[config.mk]
export PLATFORM = sky130hd
export DESIGN_NAME = load_store_unit
export DESIGN_NICKNAME = d
export VERILOG_FILES = /design/src/rtl/lsu_pkg.sv /design/src/rtl/load_store_unit_lane_mux.sv /design/src/rtl/load_store_unit.sv
export SDC_FILE = /design/constraint.sdc
export NUM_CORES = 1
export LEC_CHECK = 0
export CELL_PAD_IN_SITES_DETAIL_PLACEMENT = 2
export CELL_PAD_IN_SITES_GLOBAL_PLACEMENT = 2
export CORE_ASPECT_RATIO = 0.6
export CORE_MARGIN = 2
export CORE_UTILIZATION = 23
export DETAILED_ROUTE_END_ITERATION = 10
export PLACE_DENSITY = 0.78
export SLEW_MARGIN = 25
export SYNTH_ARGS = -nofsm -noshare
export SYNTH_HDL_FRONTEND = slang
export SYNTH_SLANG_ARGS = --single-unit
[constraint.sdc]
create_clock -name clk -period 2.05 [get_ports clk]
set_input_delay 0.205 -clock clk [delete_from_list [all_inputs] [get_ports clk]]
set_output_delay 0.205 -clock clk [all_outputs]
set_load 0.01 [all_outputs]
[src/rtl/lsu_pkg.sv]
// Shared definitions for the load/store unit: size encodings, FSM states,
// default memory word-address width and the alignment helper.
// Optional feature macro used by importers: LSU_MISALIGN_TRAP_EN.
package lsu_pkg;

    localparam int LSU_ADDR_W = 12;

    localparam logic [1:0] SZ_BYTE = 2'b00;
    localparam logic [1:0] SZ_HALF = 2'b01;
    localparam logic [1:0] SZ_WORD = 2'b10;   // 2'b11 is also handled as a word

    typedef enum logic [2:0] {
        ST_IDLE  = 3'd0,
        ST_RD    = 3'd1,
        ST_LDATA = 3'd2,
        ST_MERGE = 3'd3,
        ST_WR    = 3'd4
    } lsu_state_t;

    // A halfword must sit on an even byte and a word on a multiple of four.
    function automatic logic is_misaligned(input logic [1:0] sz, input logic [1:0] a);
        logic mis;
        mis = 1'b0;
        if (sz == SZ_HALF)
            mis = a[0];
        else if (sz != SZ_BYTE)
            mis = (a != 2'b00);
        return mis;
    endfunction

endpackage

[src/rtl/load_store_unit_lane_mux.sv]
// Lane extract/extend for loads and lane merge for sub-word stores.
// Latency: purely combinational. Backpressure: none, a pure function of its inputs.
// Ports: size_i/lane_i select the lane, sign_ext_i picks sign vs zero extension,
//        rd_word_i is the word read from memory, st_data_i the right-aligned store
//        data; ld_data_o is the extended load value, merge_word_o the word to write.
module lsu_lane_mux
    import lsu_pkg::*;
(
    input  logic [1:0]  size_i,
    input  logic [1:0]  lane_i,
    input  logic        sign_ext_i,
    input  logic [31:0] rd_word_i,
    input  logic [31:0] st_data_i,
    output logic [31:0] ld_data_o,
    output logic [31:0] merge_word_o
);

    logic [4:0]  sh_b;
    logic [4:0]  sh_h;
    logic [7:0]  byte_v;
    logic [15:0] half_v;

    always_comb begin
        sh_b   = {lane_i, 3'b000};
        sh_h   = {lane_i[1], 4'b0000};
        byte_v = rd_word_i[sh_b +: 8];
        half_v = rd_word_i[sh_h +: 16];

        ld_data_o    = rd_word_i;
        merge_word_o = st_data_i;
        case (size_i)
            SZ_BYTE: begin
                ld_data_o    = {{24{sign_ext_i & byte_v[7]}}, byte_v};
                merge_word_o = (rd_word_i & ~(32'h0000_00FF << sh_b))
                             | ({24'd0, st_data_i[7:0]} << sh_b);
            end
            SZ_HALF: begin
                ld_data_o    = {{16{sign_ext_i & half_v[15]}}, half_v};
                merge_word_o = (rd_word_i & ~(32'h0000_FFFF << sh_h))
                             | ({16'd0, st_data_i[15:0]} << sh_h);
            end
            default: begin
                ld_data_o    = rd_word_i;
                merge_word_o = st_data_i;
            end
        endcase
    end

endmodule

[src/rtl/load_store_unit.sv]
// MEM-stage load/store controller in front of a word-wide synchronous data memory.
// Latency: load 3 cycles, word store 2, sub-word store (read-modify-write) 3, misaligned err 1.
// Backpressure: busy is high while an access is in flight; req is ignored while busy.
// Ports: req/we/size/sign_ext/addr/wdata from the pipeline; busy/done/rdata/err back to it;
//        mem_da/mem_wdata/mem_read/mem_write to the memory, mem_doa from it.
// Option: define LSU_MISALIGN_TRAP_EN to reject misaligned accesses with err;
//         otherwise they are force-aligned and err stays 0.
module load_store_unit
    import lsu_pkg::*;
#(
    parameter int ADDR_W = LSU_ADDR_W
) (
    input  logic              clk,
    input  logic              rst,
    input  logic              req,
    input  logic              we,
    input  logic [1:0]        size,
    input  logic              sign_ext,
    input  logic [31:0]       addr,
    input  logic [31:0]       wdata,
    output logic              busy,
    output logic              done,
    output logic [31:0]       rdata,
    output logic              err,
    output logic [ADDR_W-1:0] mem_da,
    output logic [31:0]       mem_wdata,
    output logic              mem_read,
    output logic              mem_write,
    input  logic [31:0]       mem_doa
);

    lsu_state_t        state_q, state_d;
    logic [ADDR_W-1:0] da_q;
    logic [1:0]        lane_q;
    logic [1:0]        size_q;
    logic              sign_q;
    logic              we_q;
    logic [31:0]       wdata_q;
    logic [31:0]       rdata_q;
    logic              done_q;
    logic              err_q;

    logic              accept;
    logic              trap;
    logic              sub_word;
    logic [1:0]        lane_acc;
    logic [31:0]       ld_data;
    logic [31:0]       merge_word;

    // Address bits above the memory window are deliberately dropped.
    logic unused_addr_hi;
    assign unused_addr_hi = ^addr[31:ADDR_W+2];

    assign accept   = (state_q == ST_IDLE) && req;
    assign sub_word = (size == SZ_BYTE) || (size == SZ_HALF);

`ifdef LSU_MISALIGN_TRAP_EN
    assign trap = accept && is_misaligned(size, addr[1:0]);
`else
    assign trap = 1'b0;
`endif

    // Lane selection drops the low offset bits for halfwords and words, which
    // is exactly the force-alignment used when misaligned accesses are not trapped.
    always_comb begin
        case (size)
            SZ_BYTE: lane_acc = addr[1:0];
            SZ_HALF: lane_acc = {addr[1], 1'b0};
            default: lane_acc = 2'b00;
        endcase
    end

    lsu_lane_mux u_lane_mux (
        .size_i       (size_q),
        .lane_i       (lane_q),
        .sign_ext_i   (sign_q),
        .rd_word_i    (mem_doa),
        .st_data_i    (wdata_q),
        .ld_data_o    (ld_data),
        .merge_word_o (merge_word)
    );

    always_comb begin
        state_d = state_q;
        case (state_q)
            ST_IDLE: begin
                if (accept && !trap)
                    state_d = (!we || sub_word) ? ST_RD : ST_WR;
            end
            ST_RD:    state_d = we_q ? ST_MERGE : ST_LDATA;
            ST_LDATA: state_d = ST_IDLE;
            ST_MERGE: state_d = ST_IDLE;
            ST_WR:    state_d = ST_IDLE;
            default:  state_d = ST_IDLE;
        endcase
    end

    // Memory-side outputs. The write strobe is masked by reset so that an
    // access aborted in MERGE or WR never reaches memory on the reset cycle.
    always_comb begin
        mem_wdata = 32'd0;
        case (state_q)
            ST_MERGE: mem_wdata = merge_word;
            ST_WR:    mem_wdata = wdata_q;
            default:  mem_wdata = 32'd0;
        endcase
    end

    assign busy      = (state_q != ST_IDLE);
    assign mem_read  = (state_q == ST_RD);
    assign mem_write = ((state_q == ST_MERGE) || (state_q == ST_WR)) && !rst;
    assign mem_da    = da_q;
    assign done      = done_q;
    assign err       = err_q;
    assign rdata     = rdata_q;

    always_ff @(posedge clk) begin
        if (rst) begin
            state_q <= ST_IDLE;
            da_q    <= '0;
            lane_q  <= 2'b00;
            size_q  <= SZ_BYTE;
            sign_q  <= 1'b0;
            we_q    <= 1'b0;
            wdata_q <= 32'd0;
            rdata_q <= 32'd0;
            done_q  <= 1'b0;
            err_q   <= 1'b0;
        end else begin
            state_q <= state_d;
            done_q  <= (state_q == ST_LDATA) || (state_q == ST_MERGE) || (state_q == ST_WR);
            err_q   <= trap;
            // All request fields are captured at accept, so the pipeline side
            // may change freely while the access is in flight.
            if (accept && !trap) begin
                da_q    <= addr[ADDR_W+1:2];
                lane_q  <= lane_acc;
                size_q  <= size;
                sign_q  <= sign_ext;
                we_q    <= we;
                wdata_q <= wdata;
            end
            if (state_q == ST_LDATA)
                rdata_q <= ld_data;
        end
    end

endmodule

==> Implementation_results.wiki <==
{| class="wikitable"
! Metric !! Value
|-
| Result of the run || finished clean
|-
| Boundary Pins || 184
|-
| Share of the synthesized area in the top cell type || 37.2%
|-
| Die Span Y || 114 um
|-
| Site row count || 40
|-
| Fmax || 0.497 GHz
|-
| Worst Path Max Fanout || 11
|-
| Wire length of the first global-routing pass || 36.4 mm
|-
| Count of unresolved DRC violations after routing || 0
|-
| CTS Buffer Depth || 2
|-
| Utilization of the core after routing || 38.3%
|-
| Filler cells || 2254
|-
| Power per standard cell area || 649 nW/um2
|-
| Leakage power || 2.92 nW
|-
| Number of global-route vias before repair || 6019
|-
| Die Area || 21300 um2
|-
| Number of hold violations in the final report || 0
|-
| Number of unique standard cell types used by synthesis || 48
|-
| Clock-pin slew on the worst setup and hold paths || 0.07 ns
|-
| Reported max-cap violation count || 0
|-
| Average wire length per cell after detail routing || 22.0 um
|-
| Synth async-reset ratio || 0%
|-
| Layout cell share with drive strength beyond 1 || 24.8%
|-
| Post-CTS Hold Fix Bufs || 0
|-
| Average via count per standard cell || 5.01
|-
| Post-Route WL || 24.3 mm
|-
| Final min period || 2.01 ns
|-
| Gate count of the mapped netlist || 617
|-
| Worst endpoint data arrival time || 1.81 ns
|-
| Layout area overhead || 64.5%
|-
| Setup Crit Path Kind || flop to primary output
|-
| Clock sink count || 86
|-
| Leading area contributor after synthesis || sky130_fd_sc_hd__dfxtp_1
|-
| GR Util All Layers || 22.7%
|-
| Clk_lat worst skew || 0.37 ns
|-
| Hold_sp || wdata[24]
|-
| Layout Nets || 929
|-
| Ys Warns || 0
|-
| Initial antenna violation count || 1
|-
| Synth cell count leaders || sky130_fd_sc_hd__nand2_1 (157), sky130_fd_sc_hd__dfxtp_1 (86), sky130_fd_sc_hd__a21oi_1 (65)
|-
| Total power || 4.95 mW
|-
| Net count after synthesis || 720
|-
| Count leader, synth || sky130_fd_sc_hd__nand2_1
|-
| Dominant synthesized flop cell || sky130_fd_sc_hd__dfxtp_1
|-
| Worst-case hold slack || 0.397 ns
|-
| Slew Viols, Final || 0
|-
| Netlist Area Pre-Place || 4630 um2
|-
| Worst Clk Skew || 0.0153 ns
|-
| GPL Wtd Cong || 0.834
|-
| Aggregate global routing overflow || 0
|-
| Kind of path behind the tightest hold check || primary input to flop
|-
| Effective utilization at floorplan || 23.3%
|-
| Setup repair after global routing missed its margin || yes
|-
| Number of antenna-violating nets in the routed design || 0
|-
| Number of enable-type register cells in the synthesized netlist || 0
|-
| Period utilization || 98.1%
|-
| Nature of the critical path startpoint || flop
|-
| Relative slew slack || 55.0%
|-
| Starting DRC count in detailed routing || 231
|-
| Worst VDD drop || 0.000405 V
|-
| Via Count || 5535
|-
| Port buffer count || 164
|-
| Final HPWL from detailed placement || 18.7 mm
|-
| Area taken by multi-input logic gates || 2910 um2
|-
| Leading post-synthesis cells by cell area || sky130_fd_sc_hd__dfxtp_1 (37%), sky130_fd_sc_hd__nand2_1 (13%), sky130_fd_sc_hd__a21oi_1 (7.0%)
|-
| Floorplan core area || 19900 um2
|-
| CTS tree || yes
|-
| Maximum number of pins on one net before global-route repair || 87
|-
| Seq/Total Area, Yosys || 37.2%
|-
| Beginning of the critical path || lane_q[1]
|-
| Critical path required time || 1.85 ns
|-
| Ant. Diodes || 0
|-
| CTS root buf || sky130_fd_sc_hd__clkbuf_16
|-
| Pre-Repair DR Iteration Count || 4
|-
| Final setup violation count || 0
|-
| Number of clock buffers inserted by TritonCTS || 9
|-
| Area of all sequential standard cells || 1750 um2
|-
| Total of flip-flops plus latches after synthesis || 86
|-
| Transition time at the pin with the least slew margin || 0.671 ns
|-
| Critical Path End Type || primary output
|-
| Reg2Reg Launch Point || lane_q[1]
|-
| Die outline width || 187 um
|-
| Synth Area per Inst || 7.51 um2
|-
| Number of levels in the clock H-tree || 3
|}
## worst max-delay path, cell delays in order, from the launching register on
cell and delay [ns]:
sky130_fd_sc_hd__dfxtp_4 0.37, sky130_fd_sc_hd__buf_6 0.17, sky130_fd_sc_hd__buf_4 0.19, sky130_fd_sc_hd__a31oi_4 0.20, sky130_fd_sc_hd__nor2_1 0.07, sky130_fd_sc_hd__o31ai_2 0.27, sky130_fd_sc_hd__buf_2 0.18
## metrics by stage
stage                     cell area [um2]  worst slack, ns  std cells  TNS [ns]
after global routing                 7620          -0.0130       1104   -0.0286
final                                7620           0.0386       1104         0
after CTS                            7510         -0.00516       1102  -0.00516
after global placement               7020           -0.336       1082     -2.10
after detailed placement             7020           -0.435       1082     -2.94
after floorplan                      4630            0.420        617         0
## kinds of logic (layout without fill, tap and decap cells)
| kind of cell | count (synthesis) | in the layout | share of synthesized area, % |
|---|---|---|---|
| AND/OR/NAND/NOR | 253 | 253 | 23.3 |
| AO/OA/AOI/OAI | 199 | 199 | 29.5 |
| flip-flops | 86 | 86 | 37.2 |
| buffers and inverters | 61 | 275 | 6.13 |
| multiplexers | 17 | 17 | 3.81 |
| other | 1 | 1 | 0.0810 |
## worst paths after layout
check | to | slack (ns) | depth (start not counted)
setup reg to reg | rdata[30] | 0.09 | 7
setup / recovery | mem_wdata[30] | 0.04 | 6
hold reg to reg | mem_da[0] | 0.46 | 2
hold / removal | wdata_q[24] | 0.40 | 3
## final cells by class
type / instances / area share, %
Timing Repair Buffer: 249 / 29.7
Clock inverter: 6 / 1.00
Multi-Input combinational cell: 470 / 38.2
Tap cell: 273 / 4.48
Sequential cell: 86 / 22.9
Clock buffer: 10 / 3.14
Inverter: 10 / 0.493
## registers in the layout, indices dropped and copies added, names as in the netlist
name     count
lane_q       2
wdata_q     32
done         1
rdata       32
mem_da      12
we_q         1
state_q      3
size_q       2
sign_q       1
## cell usage in the layout, fill, tap and decap left out, drive strengths merged, types with 2 or more instances in the layout
cell type / Yosys / routed
nor3b: 4 / 4
inv: 10 / 14
a22oi: 14 / 14
a21oi: 67 / 67
and3: 5 / 5
clkbuf: 23 / 16
nor2: 52 / 52
nand3: 3 / 3
mux2i: 12 / 12
a211oi: 30 / 30
o221ai: 7 / 7
mux2: 5 / 5
o211ai: 3 / 3
nand2b: 4 / 4
nand3b: 2 / 2
a32oi: 3 / 3
a2111oi: 2 / 2
nor3: 9 / 9
o22ai: 10 / 10
and2: 3 / 3
dfxtp: 86 / 86
o22a: 6 / 6
clkdlybuf4s50: 0 / 129
a31oi: 2 / 2
buf: 28 / 104
nor2b: 7 / 7
o31ai: 8 / 8
nand2: 159 / 159
clkdlybuf4s15: 0 / 7
o21ai: 24 / 24
dlygate4sd2: 0 / 2
a22o: 20 / 20
## power breakdown
| group | switching, mW | internal, mW | total (mW) |
|---|---|---|---|
| registers | 0.114 | 1.79 | 1.90 |
| logic | 0.655 | 0.594 | 1.25 |
| clock network | 0.796 | 1.00 | 1.80 |
| total | 1.57 | 3.38 | 4.95 |
## layer usage
layer	share of wire [%]	vias to the layer above	wire (um)	track usage [%]
met2	42	185	10100	34.4
met3	6.3	21	1530	5.63
met1	51	2730	12300	32.3
met5	0.054	-	13	0
li1	-	2597	-	-
met4	1.1	2	263	5.08
## what timing repair did
item	CTS	global route
gates resized for setup	165	46
setup endpoints to repair	34	25
pin swaps	10	9
setup buffers	6	3
No activity file was read; power rests on OpenSTA's default activity.
